<file path="config.mk">
export PLATFORM = sky130hd
export DESIGN_NAME = fb_draw_engine
export DESIGN_NICKNAME = d
export VERILOG_FILES = /design/src/rtl/fb_draw_engine.sv
export SDC_FILE = /design/constraint.sdc
export NUM_CORES = 1
export LEC_CHECK = 0
export CAP_MARGIN = 20
export CORE_ASPECT_RATIO = 0.9
export CORE_MARGIN = 4
export CORE_UTILIZATION = 45
export DETAILED_ROUTE_END_ITERATION = 10
export PLACE_DENSITY = 0.75
export SYNTH_ARGS = -nofsm -noshare
export SYNTH_HDL_FRONTEND = slang
export SYNTH_SLANG_ARGS = --single-unit
</file>
<file path="constraint.sdc">
create_clock -name clk -period 10.45 [get_ports clk]
set_input_delay 2.09 -clock clk [delete_from_list [all_inputs] [get_ports clk]]
set_output_delay 2.09 -clock clk [all_outputs]
set_load 0.01 [all_outputs]
</file>
<file path="src/rtl/fb_draw_engine.sv">
// fb_draw_engine
// Command-driven pixel writer for the back buffer of a double-buffered
// framebuffer. Accepts CLEAR / RECT / SWAP / NOP commands over a valid/ready
// handshake and emits one pixel write per clock on the framebuffer write port.
//
// Ports:
//   clk, rst          system clock, synchronous active-high reset
//   cmd_valid/ready   command handshake (ready only in IDLE, low during reset)
//   cmd_op            0=CLEAR, 1=RECT, 2=SWAP, 3=NOP
//   cmd_x0/x1/y0/y1   inclusive rectangle corners (x1/y1 clipped to the screen)
//   cmd_color         fill value for CLEAR and RECT
//   mem_addr/din/wen  framebuffer write port, address = y*RES_X + x
//   swap_buf          one-cycle buffer swap request
//   frame_start       display frame-start indication, only watched in WAIT_FRAME
//   busy              command in progress
module fb_draw_engine #(
    parameter int RES_X      = 320,
    parameter int RES_Y      = 240,
    parameter int MEM_WIDTH  = 8,
    parameter int ADDR_WIDTH = $clog2(RES_X*RES_Y),
    parameter int X_BITS     = $clog2(RES_X),
    parameter int Y_BITS     = $clog2(RES_Y)
) (
    input  logic                  clk,
    input  logic                  rst,
    input  logic                  cmd_valid,
    output logic                  cmd_ready,
    input  logic [1:0]            cmd_op,
    input  logic [X_BITS-1:0]     cmd_x0,
    input  logic [X_BITS-1:0]     cmd_x1,
    input  logic [Y_BITS-1:0]     cmd_y0,
    input  logic [Y_BITS-1:0]     cmd_y1,
    input  logic [MEM_WIDTH-1:0]  cmd_color,
    output logic [ADDR_WIDTH-1:0] mem_addr,
    output logic [MEM_WIDTH-1:0]  din,
    output logic                  wen,
    output logic                  swap_buf,
    input  logic                  frame_start,
    output logic                  busy
);

    localparam logic [1:0] OP_CLEAR = 2'd0;
    localparam logic [1:0] OP_RECT  = 2'd1;
    localparam logic [1:0] OP_SWAP  = 2'd2;
    localparam logic [1:0] OP_NOP   = 2'd3;

    localparam logic [X_BITS-1:0]     X_MAX      = X_BITS'(RES_X - 1);
    localparam logic [Y_BITS-1:0]     Y_MAX      = Y_BITS'(RES_Y - 1);
    localparam logic [ADDR_WIDTH-1:0] ROW_STRIDE = ADDR_WIDTH'(RES_X);

    typedef enum logic [1:0] {
        IDLE       = 2'd0,
        FILL       = 2'd1,
        SWAP       = 2'd2,
        WAIT_FRAME = 2'd3
    } state_t;

    state_t                  state_reg, state_next;
    logic [X_BITS-1:0]       x_reg, x_next;
    logic [Y_BITS-1:0]       y_reg, y_next;
    logic [X_BITS-1:0]       x0_reg, x0_next;
    logic [X_BITS-1:0]       xe_reg, xe_next;
    logic [Y_BITS-1:0]       ye_reg, ye_next;
    logic [ADDR_WIDTH-1:0]   row_base_reg, row_base_next;
    logic [ADDR_WIDTH-1:0]   mem_addr_reg, mem_addr_next;
    logic [MEM_WIDTH-1:0]    din_reg, din_next;
    logic                    wen_reg, wen_next;
    logic                    swap_reg, swap_next;

    // Command decode at acceptance: CLEAR becomes a full-screen rectangle,
    // RECT right/bottom edges are clipped to the screen.
    logic [X_BITS-1:0]       acc_x0, acc_xe;
    logic [Y_BITS-1:0]       acc_y0, acc_ye;
    logic                    acc_empty;
    logic [ADDR_WIDTH-1:0]   acc_row_base;

    always_comb begin
        acc_x0 = cmd_x0;
        acc_y0 = cmd_y0;
        acc_xe = (cmd_x1 > X_MAX) ? X_MAX : cmd_x1;
        acc_ye = (cmd_y1 > Y_MAX) ? Y_MAX : cmd_y1;
        if (cmd_op == OP_CLEAR) begin
            acc_x0 = '0;
            acc_y0 = '0;
            acc_xe = X_MAX;
            acc_ye = Y_MAX;
        end
        acc_empty    = (acc_x0 > acc_xe) || (acc_y0 > acc_ye);
        // Constant-coefficient product, evaluated once per command; the
        // per-pixel address path only adds.
        acc_row_base = ADDR_WIDTH'(acc_y0) * ROW_STRIDE;
    end

    // State and registered-output register
    always_ff @(posedge clk) begin
        if (rst) begin
            state_reg    <= IDLE;
            x_reg        <= '0;
            y_reg        <= '0;
            x0_reg       <= '0;
            xe_reg       <= '0;
            ye_reg       <= '0;
            row_base_reg <= '0;
            mem_addr_reg <= '0;
            din_reg      <= '0;
            wen_reg      <= 1'b0;
            swap_reg     <= 1'b0;
        end else begin
            state_reg    <= state_next;
            x_reg        <= x_next;
            y_reg        <= y_next;
            x0_reg       <= x0_next;
            xe_reg       <= xe_next;
            ye_reg       <= ye_next;
            row_base_reg <= row_base_next;
            mem_addr_reg <= mem_addr_next;
            din_reg      <= din_next;
            wen_reg      <= wen_next;
            swap_reg     <= swap_next;
        end
    end

    // Next-state and next-datapath logic
    always_comb begin
        state_next    = state_reg;
        x_next        = x_reg;
        y_next        = y_reg;
        x0_next       = x0_reg;
        xe_next       = xe_reg;
        ye_next       = ye_reg;
        row_base_next = row_base_reg;
        mem_addr_next = mem_addr_reg;
        din_next      = din_reg;
        wen_next      = 1'b0;
        swap_next     = 1'b0;

        case (state_reg)
            IDLE: begin
                if (cmd_valid) begin
                    case (cmd_op)
                        OP_CLEAR, OP_RECT: begin
                            // An empty rectangle still passes through FILL
                            // with wen low, giving the single busy cycle.
                            state_next = FILL;
                            if (!acc_empty) begin
                                x_next        = acc_x0;
                                y_next        = acc_y0;
                                x0_next       = acc_x0;
                                xe_next       = acc_xe;
                                ye_next       = acc_ye;
                                row_base_next = acc_row_base;
                                mem_addr_next = acc_row_base + ADDR_WIDTH'(acc_x0);
                                din_next      = cmd_color;
                                wen_next      = 1'b1;
                            end
                        end
                        OP_SWAP: begin
                            state_next = SWAP;
                            swap_next  = 1'b1;
                        end
                        OP_NOP: begin
                            state_next = FILL;
                        end
                        default: state_next = IDLE;
                    endcase
                end
            end

            FILL: begin
                // wen_reg low in FILL means a no-write pass (NOP / empty).
                if (!wen_reg) begin
                    state_next = IDLE;
                end else if (x_reg == xe_reg && y_reg == ye_reg) begin
                    state_next = IDLE;
                end else if (x_reg == xe_reg) begin
                    x_next        = x0_reg;
                    y_next        = y_reg + Y_BITS'(1);
                    row_base_next = row_base_reg + ROW_STRIDE;
                    mem_addr_next = row_base_reg + ROW_STRIDE + ADDR_WIDTH'(x0_reg);
                    wen_next      = 1'b1;
                end else begin
                    x_next        = x_reg + X_BITS'(1);
                    mem_addr_next = mem_addr_reg + ADDR_WIDTH'(1);
                    wen_next      = 1'b1;
                end
            end

            SWAP: begin
                state_next = WAIT_FRAME;
            end

            WAIT_FRAME: begin
                if (frame_start) begin
                    state_next = IDLE;
                end
            end

            default: state_next = IDLE;
        endcase
    end

    // Outputs; strobes are forced low while reset is asserted.
    always_comb begin
        cmd_ready = !rst && (state_reg == IDLE);
        busy      = !rst && (state_reg != IDLE);
        wen       = wen_reg && !rst;
        swap_buf  = swap_reg && !rst;
        mem_addr  = mem_addr_reg;
        din       = din_reg;
    end

endmodule

</file>
==> results.toml <==
[placement]
place_congestion = 0.867
pre_cts_ws_ps = 4410
dp_hpwl_mm = 11.5
portBuffers = 76

[status]
status = "complete, no violations"

[clock_network]
cts_max_level = 3
root_buffer = "clkbuf_16"
ctsResizeCount = 0
cts_tree = "yes"
postCtsHoldBufs = 0
numClockSinks = 83
clockBufferDepth = 2
cts_buffers = 9
clock_latency_ps = 340
path_clk_slew_ps = 60
cts_setup_buffers = 0

[synthesis]
synth_seq_cells = 83
synth_area_leaders = "dfxtp_1 (28%), ha_1 (8.3%), nand2_1 (5.6%), nor2_1 (5.6%), a21oi_1 (5.1%)"
synthFlopType = "dfxtp_1"
synth_enable_flop_cells = 0
syn_area_per_cell_um2 = 7.68
synth_top_area_frac = 0.283
yosys.area.top_type = "dfxtp_1"
netlist_instances = 765
yosysWarningCount = 0
synth.net_count = 854
synthArstFlopShare = 0
ys_types = 60
synth_area_um2 = 5870
ys_seq_area_frac = 0.283

[die]
start_util = 0.461
fp.dieArea_um2 = 14900
rows = 39
core_um2 = 12700
ioPinCount = 77
die_w_um = 128
die_h_um = 116

[global_route]
grt_overflow = 0
grt_pass1_vias = 5259
antenna_found_initial = 0
grt_max_degree = 57
grt_usage = 0.219
grt_pass1_wl_mm = 26.8

[cells_and_area]
n_fill_cell = 1206
diodes = 0
layout-drive-gt1-share = 0.0441
fin_nets = 901
largest_register_ffs = 17
final_cell_mix = "nor2_1 (88), nand2_1 (88), dfxtp_1 (83)"
syn_to_final_growth_pct = 19.8

[worst_setup_path]
critPathKind = "in2out"
worstPathArrival_ps = 3920
worst-endpoint-required_ps = 8360
worstSetupStartpointType = "primary input"
cp-end-kind = "primary output"
cp_max_fo = 49
critPathLaunch = "rst"
rr_startpoint = "x_reg[0]"

[drt]
drt-vias-per-instance = 5.76
vias = 5648
wirelength_mm = 15.9
antenna_left = 0
drt-initial-drc-count = 463
dr.pass1.iters = 5
wl_per_cell_um = 16.2
drc = 0

[power_and_ir_drop]
p_leak_nw = 2.64
vdd_drop_max_mv = 0.0954
power_density_nw_per_um2 = 147

[flow_run]
max_cap_viol_count = 0

[sta]
finalCriticalPeriod_ps = 6010
max_freq_mhz = 167
finalHoldViolations = 0
fin_crit_sh = 0.575
finalSetupViolations = 0
slew_headroom = 0.352
skew_ps = 7.86
tns_ps = 0
rsz0062_at_grt = "false"
slew_violations = 0
layout_setup_ws_ps = 4440
tightest_slew_ps = 971

[hold_path]
hold_start = "din[7]"
min_path_type = "reg2reg"
metal layers:
layer | part of all wire | global-route usage
met1 | 0.47 | 0.305
met2 | 0.46 | 0.356
met3 | 0.062 | 0.0439
met4 | 0.015 | 0.0431
met5 | 0 | 0
kinds of logic (layout without fill, tap and decap cells):
kind of cell | count (synthesis) | count (layout) | synth area share
flops | 83 | 83 | 0.283
simple gates | 295 | 295 | 0.233
compound gates | 207 | 207 | 0.240
fa+ha+maj | 41 | 41 | 0.0899
mux | 9 | 9 | 0.0153
xor+xnor | 61 | 61 | 0.0910
buf+inv | 69 | 121 | 0.0479
worst max-delay path: stages:
cell	delay, ps
buf_2	630
buf_4	590
nor2b_1	90
clkdlybuf4s50_1	490
report_power, final:
part / switching, W / total, W / internal, W
clock: 0.000132 / 0.000365 / 0.000233
combinational: 0.000181 / 0.000302 / 0.000121
sequential: 0.0000258 / 0.000364 / 0.000338
total: 0.000339 / 0.00103 / 0.000692
final timing paths:
kind              endpoint  slack, ps  cells past startpoint
hold / removal      din[7]        450                      2
setup reg to reg  y_reg[6]       7390                      9
hold reg to reg     din[7]        450                      2
setup / recovery       wen       4440                      4
layout make-up:
class | instances | area [um^2] | area share
Sequential cell | 83 | 1660 | 0.236
Timing Repair Buffer | 83 | 808 | 0.115
Inverter | 22 | 82.6 | 0.0117
Multi-Input combinational cell | 613 | 3940 | 0.559
Clock buffer | 9 | 225 | 0.0320
Tap cell | 164 | 205 | 0.0292
Clock inverter | 7 | 116 | 0.0165
per-stage QoR:
step           area, um^2  hold WS, ps   util  cells  power [W]
2_1_floorplan        5870          437      -    765   0.000575
3_3_place_gp         6690          443  0.526    965   0.000666
3_5_place_dp         6690          446  0.526    965   0.000669
4_1_cts              7040          454  0.552    981    0.00103
5_1_grt              7040          478  0.552    981    0.00109
6_report             7040          452  0.552    981    0.00103
synth_stat cells, types with 5 or more instances:
| library cell | instances |
|---|---|
| dfxtp_1 | 83 |
| nor3_1 | 25 |
| ha_1 | 39 |
| buf_1 | 5 |
| nand3_1 | 22 |
| xnor2_1 | 30 |
| nor2b_1 | 19 |
| a311oi_1 | 7 |
| a21oi_1 | 60 |
| xor2_1 | 31 |
| o21ai_0 | 27 |
| a211oi_1 | 36 |
| mux2i_1 | 9 |
| o31ai_1 | 13 |
| inv_1 | 22 |
| nand4_1 | 15 |
| nor2_1 | 88 |
| o211ai_1 | 14 |
| nor4_1 | 6 |
| nand2b_1 | 6 |
| buf_2 | 12 |
| and3_1 | 9 |
| clkbuf_1 | 29 |
| a31oi_1 | 5 |
| o311ai_0 | 5 |
| nand2_1 | 88 |
Power figures use the tool's default switching activity.
